$ cat src/rtl/ram_port_arbiter.sv
// ram_port_arbiter: round-robin two-port arbiter and access sequencer for a single-port RAM.
// Latency: gnt/ram_cs one cycle after req is sampled in IDLE, ack ACC_CYC cycles after grant.
// Backpressure: req is held until ack; every access is followed by one bus-idle TURN cycle.
// Ports: req/we/addr/wdata in and gnt/ack/rdata out per requester (0 = CPU, 1 = loader);
//        ram_cs/ram_we/ram_addr/ram_wdata/ram_wdata_oe drive the RAM, ram_rdata returns data;
//        busy is high whenever the sequencer is not IDLE.
// Optional: define ARB_LOCK_EN to add lock0/lock1 so a port can keep the RAM back-to-back.
module ram_port_arbiter #(
    parameter int AW      = 12,
    parameter int DW      = 4,
    parameter int ACC_CYC = 1
) (
    input  logic          clk,
    input  logic          reset,
    input  logic          req0,
    input  logic          we0,
    input  logic [AW-1:0] addr0,
    input  logic [DW-1:0] wdata0,
    output logic          gnt0,
    output logic          ack0,
    output logic [DW-1:0] rdata0,
    input  logic          req1,
    input  logic          we1,
    input  logic [AW-1:0] addr1,
    input  logic [DW-1:0] wdata1,
    output logic          gnt1,
    output logic          ack1,
    output logic [DW-1:0] rdata1,
`ifdef ARB_LOCK_EN
    input  logic          lock0,
    input  logic          lock1,
`endif
    output logic          ram_cs,
    output logic          ram_we,
    output logic [AW-1:0] ram_addr,
    output logic [DW-1:0] ram_wdata,
    output logic          ram_wdata_oe,
    input  logic [DW-1:0] ram_rdata,
    output logic          busy
);
    typedef enum logic [1:0] {IDLE = 2'd0, ACCESS = 2'd1, TURN = 2'd2} state_t;

    localparam logic [3:0] CNT_LOAD = 4'(ACC_CYC - 1);

    state_t        state, state_nxt;
    logic [3:0]    cnt, cnt_nxt;
    logic          last, last_nxt;      // port that most recently released the RAM
    logic          owner, owner_nxt;    // port of the access in flight
    logic          lat_we, lat_we_nxt;
    logic [AW-1:0] lat_addr, lat_addr_nxt;
    logic [DW-1:0] lat_wdata, lat_wdata_nxt;
    logic          ack0_nxt, ack1_nxt;
    logic [DW-1:0] rdata0_nxt, rdata1_nxt;
    logic          pick;
    logic          relock;

`ifdef ARB_LOCK_EN
    assign relock = owner ? (lock1 & req1) : (lock0 & req0);
`else
    assign relock = 1'b0;
`endif

    always_comb begin
        state_nxt     = state;
        cnt_nxt       = cnt;
        last_nxt      = last;
        owner_nxt     = owner;
        lat_we_nxt    = lat_we;
        lat_addr_nxt  = lat_addr;
        lat_wdata_nxt = lat_wdata;
        ack0_nxt      = 1'b0;
        ack1_nxt      = 1'b0;
        rdata0_nxt    = rdata0;
        rdata1_nxt    = rdata1;

        // A tie in IDLE goes to the port that did not finish last; a locked
        // re-latch keeps the current owner.
        pick = owner;
        if (state == IDLE) begin
            pick = (req0 & req1) ? ~last : req1;
        end

        case (state)
            IDLE: begin
                if (req0 | req1) begin
                    owner_nxt     = pick;
                    lat_we_nxt    = pick ? we1 : we0;
                    lat_addr_nxt  = pick ? addr1 : addr0;
                    lat_wdata_nxt = pick ? wdata1 : wdata0;
                    cnt_nxt       = CNT_LOAD;
                    state_nxt     = ACCESS;
                end
            end
            ACCESS: begin
                if (cnt == 4'd0) begin
                    if (!lat_we) begin
                        if (owner) rdata1_nxt = ram_rdata;
                        else       rdata0_nxt = ram_rdata;
                    end
                    ack0_nxt = ~owner;
                    ack1_nxt = owner;
                    if (relock) begin
                        // Locked port keeps the bus: no TURN, inputs re-sampled now.
                        lat_we_nxt    = pick ? we1 : we0;
                        lat_addr_nxt  = pick ? addr1 : addr0;
                        lat_wdata_nxt = pick ? wdata1 : wdata0;
                        cnt_nxt       = CNT_LOAD;
                    end else begin
                        last_nxt  = owner;
                        state_nxt = TURN;
                    end
                end else begin
                    cnt_nxt = cnt - 4'd1;
                end
            end
            TURN:    state_nxt = IDLE;
            default: state_nxt = IDLE;
        endcase
    end

    always_ff @(posedge clk) begin
        if (!reset) begin
            state     <= IDLE;
            cnt       <= 4'd0;
            last      <= 1'b1;
            owner     <= 1'b0;
            lat_we    <= 1'b0;
            lat_addr  <= '0;
            lat_wdata <= '0;
            ack0      <= 1'b0;
            ack1      <= 1'b0;
            rdata0    <= '0;
            rdata1    <= '0;
        end else begin
            state     <= state_nxt;
            cnt       <= cnt_nxt;
            last      <= last_nxt;
            owner     <= owner_nxt;
            lat_we    <= lat_we_nxt;
            lat_addr  <= lat_addr_nxt;
            lat_wdata <= lat_wdata_nxt;
            ack0      <= ack0_nxt;
            ack1      <= ack1_nxt;
            rdata0    <= rdata0_nxt;
            rdata1    <= rdata1_nxt;
        end
    end

    assign ram_cs       = (state == ACCESS);
    assign ram_we       = ram_cs & lat_we;
    assign ram_addr     = lat_addr;
    assign ram_wdata    = lat_wdata;
    assign ram_wdata_oe = ram_cs & lat_we;
    assign gnt0         = ram_cs & ~owner;
    assign gnt1         = ram_cs & owner;
    assign busy         = (state != IDLE);

endmodule

$ cat config.mk
export PLATFORM = sky130hd
export DESIGN_NAME = ram_port_arbiter
export DESIGN_NICKNAME = d
export VERILOG_FILES = /design/src/rtl/ram_port_arbiter.sv
export SDC_FILE = /design/constraint.sdc
export NUM_CORES = 1
export LEC_CHECK = 0
export CORE_MARGIN = 2
export CORE_UTILIZATION = 30
export CTS_CLUSTER_DIAMETER = 60
export DETAILED_ROUTE_END_ITERATION = 8
export HOLD_SLACK_MARGIN = 0.1
export SYNTH_ARGS = -nofsm -noshare
export SYNTH_HDL_FRONTEND = slang
export SYNTH_SLANG_ARGS = --single-unit
$ cat constraint.sdc
create_clock -name clk -period 1.45 [get_ports clk]
set_input_delay 0.2175 -clock clk [delete_from_list [all_inputs] [get_ports clk]]
set_output_delay 0.2175 -clock clk [all_outputs]
set_load 0.1 [all_outputs]
==> results.yml <==
grt:
  antenna_found_initial: 0
  grt_pass1_vias: 1530
  grt_usage_pct: 16.6
  grt_start_max_net_pins: 18
  grt_overflow: 0
  grt_pass1_wl_um: 7110
route:
  wirelength_um: 4410
  drt_iter0_markers: 50
  drt-wirelength-per-cell_um: 14.1
  routed_via_density: 4.84
  route.antenna.remaining_nets: 0
  drtPass1Iterations: 4
  drc: 0
  vias: 1510
setup_path:
  crit_slowest_cell: "or4_4"
  path_cells: "buf_4, or3_4, or4_4, a21oi_2"
  rrSetupSlack_ps: -30
  crit_path_start: "cnt[0]$_SDFFE_PN0P_"
  ff2ff_path_depth: 4
  critical-path-max-stage-delay_ps: 430
  worstPathArrival_ps: 1700
  reg2reg_from: "cnt[0]$_SDFFE_PN0P_"
  cp.required_ps: 1670
  worst-path-max-fanout: 3
  worstSetupPathType: "flip-flop to flip-flop"
  r2r_end: "cnt[3]$_SDFFE_PN0P_"
  worstSetupEndpointType: "flip-flop"
  start_kind: "flip-flop"
finish:
  n_antenna_cell: 0
  fillers: 379
  nets: 288
  drive_gt1_share_pct: 40.8
  fin_util_pct: 64.2
  syn_to_final_growth_pct: 104
  stdcell_count: 312
yosys:
  seq_area_frac_synth_pct: 46.6
  syn_area_per_cell_um2: 10.0
  synth_seq_cells: 35
  synthTopCellsByArea: "dfxtp_1 (47%), mux2i_1 (11%), o2bb2ai_1 (9.9%)"
  synth_area_mm2: 0.00150
  synth.most_common_cell: "dfxtp_1"
  syn-num-nets: 193
  postSynth.asyncResetShare_pct: 0
  synth_cell_type_count: 35
  synth_edf_count: 0
  synth.top_cells.by_count: "dfxtp_1 (35), mux2i_1 (17), o2bb2ai_1 (17)"
  synthCells: 150
  synth_top_area_share_pct: 46.6
  yosysWarnings: 0
  synth_top_cell_by_area: "dfxtp_1"
  ys.flop_type: "dfxtp_1"
outcome:
  violations: "setup timing"
  outcome: "complete, but fails checks"
power:
  p_int_w: 0.00194
  p_leak_nw: 1.16
  switching_share_pct: 37.6
  clockPowerShare_pct: 23.3
  power_frac_comb_pct: 41.1
  seqPwrFrac_pct: 35.6
  p_total_w: 0.00312
  p_switching_w: 0.00117
  power.density_mw_per_mm2: 1010
  ir_drop_mv: 0.580
place:
  dp_hpwl_um: 3310
  place.port_buffers: 73
  place_inst: 298
  gp_congestion: 0.741
timing:
  final_hold_viol_count: 0
  fmax_mhz: 677
  rsz0062_at_grt: "true"
  relSlewSlack_pct: 74.0
  drv_slew: 0
  max_slew.worst_pin.slew_ps: 389
  finClkSkew_ps: 4.30
  timing.final.crit_share_pct: 102
  setup_slack_ps: -28.0
  setup_viol: 1
  period_needed_ps: 1480
floorplanning:
  initial_core_util_pct: 31.4
  die_h_um: 74.8
  die-area_mm2: 0.00560
  num_rows: 25
  pin_count: 74
  die_w_um: 74.8
  core_mm2: 0.00479
clocking:
  htree_levels: 2
  clock-root-buffer: "clkbuf_8"
  cts_tree: "yes"
  clk_pin_slew_ps: 70
  cts.sinks: 35
  clock_path_buffers: 2
  numCtsBuffers: 5
  worstSkewPairLatency_ps: 280
hold_path:
  min_path_type: "flip-flop to flip-flop"
  min_from: "rdata0[1]$_SDFFE_PN0P_"
  whs_endpoint: "rdata0[1]$_SDFFE_PN0P_"
  whs_path_depth: 2
flow_run:
  max-cap-violations: 0
## area by class of cell
class	count	area, um2	share of cell area [%]
multi-input combinational	99	835	27.2
inverter	6	30.0	0.978
clock buffer	6	82.6	2.69
sequential	35	704	22.9
clock inverter	1	5.00	0.163
timing repair buffer	98	1330	43.3
tap	67	83.8	2.73
## critical path, delay by kind of cell, from the launching register on
kind	cells	cell delay, ps
flip-flops	1	330
AND/OR/NAND/NOR	2	810
AO/OA/AOI/OAI	1	140
buffers and inverters	1	130
## kinds of logic (layout without fill, tap and decap cells)
kind of cell	after synthesis	in the layout	share of synthesized area (%)
AO/OA/AOI/OAI	47	47	21.0
flip-flops	35	35	46.6
AND/OR/NAND/NOR	34	34	14.5
multiplexers	17	17	11.3
buffers and inverters	16	111	5.82
adder cells (fa/ha/maj)	1	1	0.832
## per-layer routing
metal	up-vias	part of all wire (%)	track usage [%]	routed length, um
li1	749	-	-	-
met1	690	41	19.3	1830
met2	66	48	26.7	2100
met3	5	9.6	7.90	423
met4	0	1.2	5.75	55
met5	-	0	0	0
## how the worst max path moves through the flow
stage | endpoint | slack, ps | cells after the start
final | cnt[3]$_SDFFE_PN0P_ | -30 | 4
after global placement | ram_addr[3]$_SDFFE_PN0P_ | -60 | 5
after floorplan | ram_we | -170 | 5
after global routing | cnt[3]$_SDFFE_PN0P_ | -60 | 4
after detailed placement | ram_wdata[3]$_SDFFE_PN0P_ | -130 | 5
after CTS | rdata1[3]$_SDFFE_PN0P_ | 0.06 | 6
## metrics by stage
step	hold slack (ps)	instance area [um2]	TNS [ps]	worst slack, ps
after floorplan	289	1540	-235	-166
after global placement	482	2790	-694	-59.8
after detailed placement	498	2790	-1560	-130
after CTS	510	2920	0	0.0601
after global routing	519	3070	-300	-60.8
final	497	3070	-28.0	-28.0
## state kept, by name, indices dropped and copies added (netlist names)
| name | flops |
|---|---|
| ram_addr | 12 |
| cnt | 4 |
| ram_wdata | 4 |
| rdata0 | 4 |
| rdata1 | 4 |
| state | 2 |
| ack0 | 1 |
| ack1 | 1 |
| last | 1 |
| lat_we | 1 |
| owner | 1 |
## power groups by stage
stage | Combinational, W | Clock, W | Sequential (W)
after floorplan | 0.000302 | 0 | 0.00151
after global placement | 0.00123 | 0 | 0.00112
after detailed placement | 0.00125 | 0 | 0.00112
after CTS | 0.00126 | 0.000740 | 0.00111
after global routing | 0.00133 | 0.000792 | 0.00112
final | 0.00128 | 0.000727 | 0.00111
## cells in the final DEF (no fill, tap or decap), drive strengths merged, types with 3 or more instances in the layout
master	instances
mux2i	17
clkdlybuf4s50	41
nor2	4
nand3	11
buf	56
a21oi	13
dfxtp	35
o2bb2ai	17
inv	6
and2	3
clkbuf	7
o21ai	13
## timing repair
| item | 4_1_cts | 5_1_grt |
|---|---|---|
| hold buffers | 0 | 0 |
| gates resized for setup | 5 | 27 |
| pin swaps | 1 | 14 |
| setup endpoints to repair | 15 | 20 |
| setup buffers | 3 | 4 |
| cloned | 0 | 1 |
No activity file was read; power rests on OpenSTA's default activity.
